[config.mk]
export PLATFORM = sky130hd
export DESIGN_NAME = arbitro_botoes
export DESIGN_NICKNAME = d
export VERILOG_FILES = /design/src/rtl/arbitro_botoes.sv
export SDC_FILE = /design/constraint.sdc
export NUM_CORES = 1
export LEC_CHECK = 0
export ABC_AREA = 1
export ABC_CLOCK_PERIOD_IN_PS = 6800
export BUFFER_PORTS_ARGS = -buffer_cell sky130_fd_sc_hd__buf_2
export CAP_MARGIN = 20
export CORE_AREA = 2 2 71 73
export DETAILED_ROUTE_END_ITERATION = 12
export DIE_AREA = 0 0 73 75
export MAX_ROUTING_LAYER = met4
export PLACE_DENSITY = 0.81
export SLEW_MARGIN = 20
export SYNTH_ARGS = -nofsm -noshare
export SYNTH_HDL_FRONTEND = slang
export SYNTH_SLANG_ARGS = --single-unit
[constraint.sdc]
create_clock -name clk -period 6.8 [get_ports clk]
set_input_delay 1.02 -clock clk [delete_from_list [all_inputs] [get_ports clk]]
set_output_delay 1.02 -clock clk [all_outputs]
set_load 0.005 [all_outputs]
[src/rtl/arbitro_botoes.sv]
// Button event arbiter: short/long press requests, round-robin grant into an event FIFO.
// Optional long-press support is enabled by defining ARBITRO_BOTOES_LONGPRESS_EN.
module arbitro_botoes #(
  parameter int N_BTN       = 3,
  parameter int HOLD_CYCLES = 1000,
  parameter int FIFO_DEPTH  = 4
) (
  input  logic             clk,
  input  logic             rst,
  input  logic [N_BTN-1:0] b_pulse,
  input  logic [N_BTN-1:0] b_hold,
  output logic             evt_valid,
  output logic [2:0]       evt_code,
  input  logic             evt_ready,
  output logic [7:0]       drop_cnt
);

  localparam int NREQ = 2 * N_BTN;
  localparam int IW   = $clog2(NREQ);
  localparam int AW   = $clog2(FIFO_DEPTH);
  localparam int CW   = AW + 1;

  logic [NREQ-1:0]  pending, pending_nxt, set_vec, clr_vec, drop_vec;
  logic [N_BTN-1:0] long_trig;
  logic [IW-1:0]    last_grant, grant_idx;
  logic             grant, found, push_ok, pop;
  logic [2:0]       push_code;
  logic [3:0]       n_drop;
  logic [7:0]       drop_nxt;

  logic [2:0]       fifo_mem [FIFO_DEPTH];
  logic [AW-1:0]    wr_ptr, rd_ptr;
  logic [CW-1:0]    count;

`ifdef ARBITRO_BOTOES_LONGPRESS_EN
  localparam int HW = $clog2(HOLD_CYCLES + 1);
  logic [HW-1:0] hold_cnt [N_BTN];

  // Counter saturates, so the trigger compare fires once per hold.
  always_ff @(posedge clk or posedge rst) begin
    if (rst) begin
      for (int k = 0; k < N_BTN; k++) hold_cnt[k] <= '0;
    end else begin
      for (int k = 0; k < N_BTN; k++) begin
        if (!b_hold[k])                          hold_cnt[k] <= '0;
        else if (hold_cnt[k] != HW'(HOLD_CYCLES)) hold_cnt[k] <= hold_cnt[k] + 1'b1;
      end
    end
  end

  always_comb begin
    for (int k = 0; k < N_BTN; k++)
      long_trig[k] = b_hold[k] && (hold_cnt[k] == HW'(HOLD_CYCLES - 1));
  end
`else
  logic unused_hold;
  assign unused_hold = ^{b_hold, HOLD_CYCLES != 0};
  assign long_trig   = '0;
`endif

  assign evt_valid = (count != '0);
  assign evt_code  = fifo_mem[rd_ptr];
  assign pop       = evt_valid && evt_ready;
  assign push_ok   = (count < CW'(FIFO_DEPTH)) || pop;

  // Round-robin search starting one past the last granted index.
  always_comb begin
    int idx;
    int gi;
    idx       = 0;
    gi        = 0;
    found     = 1'b0;
    grant_idx = '0;
    for (int off = 1; off <= NREQ; off++) begin
      idx = (int'(last_grant) + off) % NREQ;
      if (!found && pending[idx]) begin
        found     = 1'b1;
        grant_idx = IW'(idx);
      end
    end
    grant     = found && push_ok;
    gi        = int'(grant_idx);
    push_code = (gi >= N_BTN) ? {1'b1, 2'(gi - N_BTN)} : {1'b0, 2'(gi)};
  end

  // NOTE: every variable gets a default before any conditional write, so no latch is inferred.
  always_comb begin
    set_vec     = {long_trig, b_pulse};
    clr_vec     = grant ? (NREQ'(1) << grant_idx) : '0;
    drop_vec    = set_vec & pending & ~clr_vec;
    pending_nxt = (pending & ~clr_vec) | set_vec;
    n_drop      = '0;
    for (int i = 0; i < NREQ; i++) n_drop = n_drop + 4'(drop_vec[i]);
    drop_nxt    = ({1'b0, drop_cnt} + 9'(n_drop) > 9'd255) ? 8'hFF : drop_cnt + 8'(n_drop);
  end

  // NOTE: state registers use non-blocking assignments so all flops update together at the edge.
  always_ff @(posedge clk or posedge rst) begin
    if (rst) begin
      pending    <= '0;
      last_grant <= IW'(NREQ - 1);
      drop_cnt   <= '0;
      wr_ptr     <= '0;
      rd_ptr     <= '0;
      count      <= '0;
    end else begin
      pending  <= pending_nxt;
      drop_cnt <= drop_nxt;
      if (grant) begin
        last_grant <= grant_idx;
        wr_ptr     <= wr_ptr + 1'b1;
      end
      if (pop) rd_ptr <= rd_ptr + 1'b1;
      case ({grant, pop})
        2'b10:   count <= count + 1'b1;
        2'b01:   count <= count - 1'b1;
        default: count <= count;
      endcase
    end
  end

  // NOTE: storage is not reset; count gates its visibility, keeping the array a plain RAM.
  always_ff @(posedge clk) begin
    if (grant) fifo_mem[wr_ptr] <= push_code;
  end

endmodule
Word level (Yosys, flattened, before mapping). Memories as Yosys holds them, arrays and structs flattened. Cells that the tools add are included.

Input bits: 9. RAM bits: 12. Word-level logic and storage cells: 99. Register bits after elaboration: 24. Output and inout bits: 12. Memories: 1.

Memories: fifo_mem (words 4, bits a word 3, rd ports 1, clocked after Yosys merged registers in 0, wr ports 1, line 31) `logic [2:0] fifo_mem [FIFO_DEPTH];`.

$add $sub $neg: 18. Reduce and logical (&&, ||, !) cells: 15. $lt $le $gt $ge: 9. Shifts and indexed selects: 1. Multiplexer cells: 36. Equal/unequal tests: 2. Bitwise logic cells: 5. Divide/modulo/power cells: 6.

Operators by type and width (count): $lt A32 B5 Y1 const B (6); $mod A32 B4 Y32 const B (6); $mux W3 (7); $mux W1 (20); $bmux W1 S3 (6); $add A3 B3 Y4 const B (3); $and A6 B6 Y6 (2); $add A8 B4 Y9 (1); $gt A9 B8 Y1 const B (1); $add A3 B2 Y4 const B (2); $add A4 B1 Y4 (2); $add A8 B4 Y8 (1); $mux W8 (1); $logic_and A1 B1 Y1 (7); $and A3 B6 Y6 (1); $mux W6 (1); $not A6 Y6 (1); $or A6 B3 Y6 (1); $pmux W3 S2 (1); $shl A1 B3 Y6 const A (1); $logic_not A1 Y1 (5); $add A2 B1 Y2 const B (2); $add A3 B1 Y4 (1); $add A3 B1 Y4 const B (1); 12 further kinds (12).

Depth between registers and ports, before layout.
Depth after elaboration: 33. Depth in mapped cells: 34. Depth with buffers taken out: 34.

Least setup slack after synthesis. No wires, ideal clock.

Path kind: reg-to-reg. Start: register last_grant[0]. End: register drop_cnt[2]. Path slack: 1874 ps. Arrival time: 4843 ps. Data required time: 6717 ps. Stages on the path, launching flop included: 30. Period minus slack after synthesis: 4926 ps. Library setup time: 83 ps. Path buffers: 1. Cell sequence: dfstp_2 -> buf_4 -> inv_1 -> ha_1 -> xnor2_2 -> ha_1 -> nor2_1 -> nand3_1 -> nand2_2 -> nand3_1 -> nand2_1 -> nand2_1 -> nand3_1 -> nand2_2 -> nor3_2 -> nand4_1 -> nand3_2 -> inv_1 -> ha_1 -> nand2_1 -> nand3_1 -> fa_1 -> inv_1 -> ha_1 -> inv_1 -> fa_1 -> nor2_1 -> nand4_1 -> nand3b_1 -> o21ai_0.

Word-level cells in the longest chain between the ends: 33. Elaborated cells on any way between the ends: 66. Those cells by class: add/sub: 13; div: 6; order compare: 1; shift: 1; mux: 32; bitwise: 2; reduce/logical: 11.

RTL lines: from (decl) (line 25) `logic [IW-1:0] last_grant, grant_idx;`; from (signal assigned) (line 101) `last_grant <= IW'(NREQ - 1);`; from (signal assigned) (line 110) `last_grant <= grant_idx;`; $add A3 B1 Y4 (line 75) `idx = (int'(last_grant) + off) % NREQ;`; $mod A32 B4 Y32 (line 75); $bmux W1 S3 (line 76) `if (!found && pending[idx]) begin`; $mux W1 (implied by the code) (2 in series) (line 76); $mux W1 (line 76); $logic_not A1 Y1 (line 76); $logic_and A1 B1 Y1 (line 76); $mux W1 (line 76); [12 not listed]; via grant_idx[1] (line 25); [5 not listed]; $add A2 B1 Y3 (line 93) `for (int i = 0; i < NREQ; i++) n_drop = n_drop + 4'(drop_vec[i]);`; $add A3 B1 Y4 (line 93); $add A4 B1 Y4 (line 93); $add A4 B1 Y4 * (line 93); $add A8 B4 Y9 (line 94) `drop_nxt = ({1'b0, drop_cnt} + 9'(n_drop) > 9'd255) ? 8'hFF : drop_cnt + 8'(n_drop);`; $gt A9 B8 Y1 (line 94); $mux W8 * (line 94); via drop_nxt[2] (line 29) `logic [7:0] drop_nxt;`; to (signal assigned) (line 108) `drop_cnt <= drop_nxt;`; to (decl) (line 15) `output logic [7:0] drop_cnt`.

Mark *: on every way through the listed nets, which the timed path passes. The rest lies on a longest branch. The select of a mux whose other input is x is not followed. A chain may end at the register's enable or synchronous reset.

Final worst setup path. Ends and elaborated chain as after synthesis.

==> summary by stage <==
Run status
The flow ran to the end, and the final reports show no timing, DRC or antenna violations.

Synthesis
Sorting the synthesized cells by how often they occur yields sky130_fd_sc_hd__nand2_1 (76), sky130_fd_sc_hd__inv_1 (61), sky130_fd_sc_hd__nand3_1 (28), sky130_fd_sc_hd__nor2_1 (28). The instance count of the mapped netlist is 358. The dominant synthesized flop cell is sky130_fd_sc_hd__dfrtp_1.

The post-synthesis instance area is 0.00279 mm2. The number of library cell types mapped by synthesis is 35. Of all cell types, the one taking the most synthesized area is sky130_fd_sc_hd__dfrtp_1. The synthesized flop and latch total is 36. A synthesized cell averages 7.80 um2. The net count after synthesis is 392.

The top cell type by area accounts for 19.7% of the synthesized area. The synthesized design contains 12 enable-type register cells. After synthesis, the cell types taking the most area are sky130_fd_sc_hd__dfrtp_1 (20%), sky130_fd_sc_hd__edfxtp_1 (13%), sky130_fd_sc_hd__nand2_1 (10%), sky130_fd_sc_hd__ha_1 (9.9%), sky130_fd_sc_hd__inv_1 (8.2%). The share of synthesized area occupied by flip-flops and latches is 34.5%. In the post-synthesis netlist, the cell with the most instances is sky130_fd_sc_hd__nand2_1. The yosys synthesis warning count is 0. Counting flops with an async set or reset pin after synthesis yields a share of 66.7%.

STA
On the final layout, the worst hold slack is 497 ps. The number of failing hold endpoints at the final stage is 0. Setup repair after global routing left no endpoint under its margin. Clock skew on the completed layout was measured at 6.43 ps.

The period utilization is 85.2%. Static timing analysis puts the maximum clock frequency at 0.173 GHz. The worst path needs 5790 ps of the cycle, external delays included. The sum of negative setup slack is 0 ps. Setup violations remaining at the end of the flow were counted as 0. The count of final max-slew check failures is 0. The worst slew slack as a fraction of its limit is 39.5%. For the pin with the worst max-slew slack, the measured transition is 907 ps.

GRT
The initial antenna violation count is 0. The maximum number of pins on one net before global-route repair is 25. The residual overflow from global routing is 0. The first global-routing pass estimated 9.56 mm of wire. The total routing usage reported by global routing is 23.2%. The via count of the first global-routing pass is 2,287.

Clock network
The CTS buffer count is 5. The buffer depth of the longest clock path is 2. The number of sinks handled by clock tree synthesis is 36. In this run the number of H-tree levels came out at 2.

The number of gates resized after CTS was 0. Post-CTS timing repair inserted 0 buffers for setup. TritonCTS built the clock tree. The source-to-sink clock delay at the later pin of the worst-skew pair is 290 ps. Clock-pin slew was measured on the worst setup and hold paths at 70 ps. In this run the clock root is driven by a sky130_fd_sc_hd__clkbuf_8.

After clock tree synthesis, the flow added hold-fix buffers numbering 0.

Critical path
For this run, the slowest stage of the critical path takes 790 ps. The slowest library cell on the worst path is sky130_fd_sc_hd__dfstp_2. The worst reg-to-reg path cell count is 28. The critical setup path kind is reg -> reg. In this run the worst path has a maximum fanout of 23. For the worst setup path, the data arrival time is 6000 ps. The launching element type of the critical path is a flop. The worst endpoint required time is 7010 ps.

The endpoint class of the critical path is a flop.

Finish
The filler-free cell count of the finished design is 432. The area added between synthesis and finish is 8.20%. The net count of the finished layout is 411. The fraction of final layout cells sized beyond drive strength 1 is 17.7%.

The number of antenna diodes in the final layout is 0. The post-route standard cell area excluding fillers is 0.00302 mm2.

Die
The die is 73 um wide. The die is 75 um tall. Row generation in the floorplan step produced 25 rows. In this run the standard cell core region covers 0.00466 mm2. The floorplan step defined a die boundary enclosing 0.00548 mm2.

For this design the top-level I/O count stands at 21. The effective utilization at floorplan is 59.9%.

Placement
The placed wire-length estimate after detailed placement is 4.06 mm. The final weighted congestion in routability-driven placement is 0.872. After detailed placement, the total cell area comes to 0.00291 mm2. The number of input and output port buffers inserted is 17. The number of cells in the design after placement is 424.

Detailed routing
After detailed routing, the number of vias per cell comes to 5.26. The starting DRC count in detailed routing is 104. The average wire per cell in the routed design is 12.2 um. For this block, the routed nets add up to 5.27 mm of wire.

The number of nets with antenna violations after detailed routing is 0. The final route contains 2,272 vias. The length of the first detailed-routing pass in iterations is 4. After detailed routing, the number of remaining DRC violations is 0.

Hold path
The kind of path behind the tightest hold check is reg -> reg. The hold path depth is 1.

Flow run
The tool flagged a number of max-cap violations equal to 0.
## sequential cells by signal (all words and copies together) (netlist names)
register / count
pending: 6
last_grant: 3
fifo_mem: 12
drop_cnt: 8
count: 3
rd_ptr: 2
wr_ptr: 2
## path summary, 6_finish.rpt
kind	startpoint	end	slack (ps)
worst max-delay path	last_grant[0]	drop_cnt[2]	1010
worst min-delay path	count[0]	count[0]	500
worst max register to register	last_grant[0]	drop_cnt[2]	1010
worst min register to register	count[0]	count[0]	500
max in group asynchronous	rst	drop_cnt[2]	5330
min in group asynchronous	rst	pending[5]	920
## cell families after synthesis
group,count (synthesis),share of synthesized area (%)
AO/OA/AOI/OAI,45,9.55
buffers and inverters,71,10.1
flip-flops,36,34.5
XOR/XNOR,13,4.35
adder cells (fa/ha/maj),25,12.0
AND/OR/NAND/NOR,168,29.4
## area by class of cell
| type | instances | area [um2] |
|---|---|---|
| clock inverter | 3 | 42.5 |
| inverter | 66 | 248 |
| fill | 393 | 1640 |
| timing repair buffer | 17 | 85.1 |
| tap | 54 | 67.6 |
| sequential | 36 | 963 |
| multi-input combinational | 251 | 1550 |
| clock buffer | 5 | 68.8 |
## layout by cell type, fill, tap and decap left out, drive strengths merged
cell	count
clkinv	1
ha	22
edfxtp	12
clkinvlp	1
nor2	32
nand3	37
fa	3
buf	17
nor3	1
inv	66
bufinv	1
xor2	10
a21oi	7
nand2	90
o211ai	1
o21a	1
dfrtp	22
dfstp	2
nand4	5
xnor2	3
o22ai	3
nand3b	3
a31oi	2
o21ai	31
clkbuf	5
## through the flow
step / setup slack, ps / util, %
after floorplan: 1870 / -
after global placement: 1200 / 62.4
after detailed placement: 1060 / 62.4
after CTS: 995 / 64.8
after global routing: 438 / 64.8
final: 1010 / 64.8
## layer usage
metal,track usage [%],routed length [um]
met1,26.1,2310
met2,41.1,2680
met3,3.61,165
met4,9.67,108
met5,-,0
## worst max-delay path: cells and delay by family, from the launching register on
family,cells,cell delay (ps)
simple gates,16,2270
fa+ha+maj,6,1810
flops,1,790
buf+inv,4,400
xor+xnor,1,290
compound gates,1,160
Power is not shown: default switching activity piles up to over one toggle a cycle in this logic, so the estimate is an artifact.
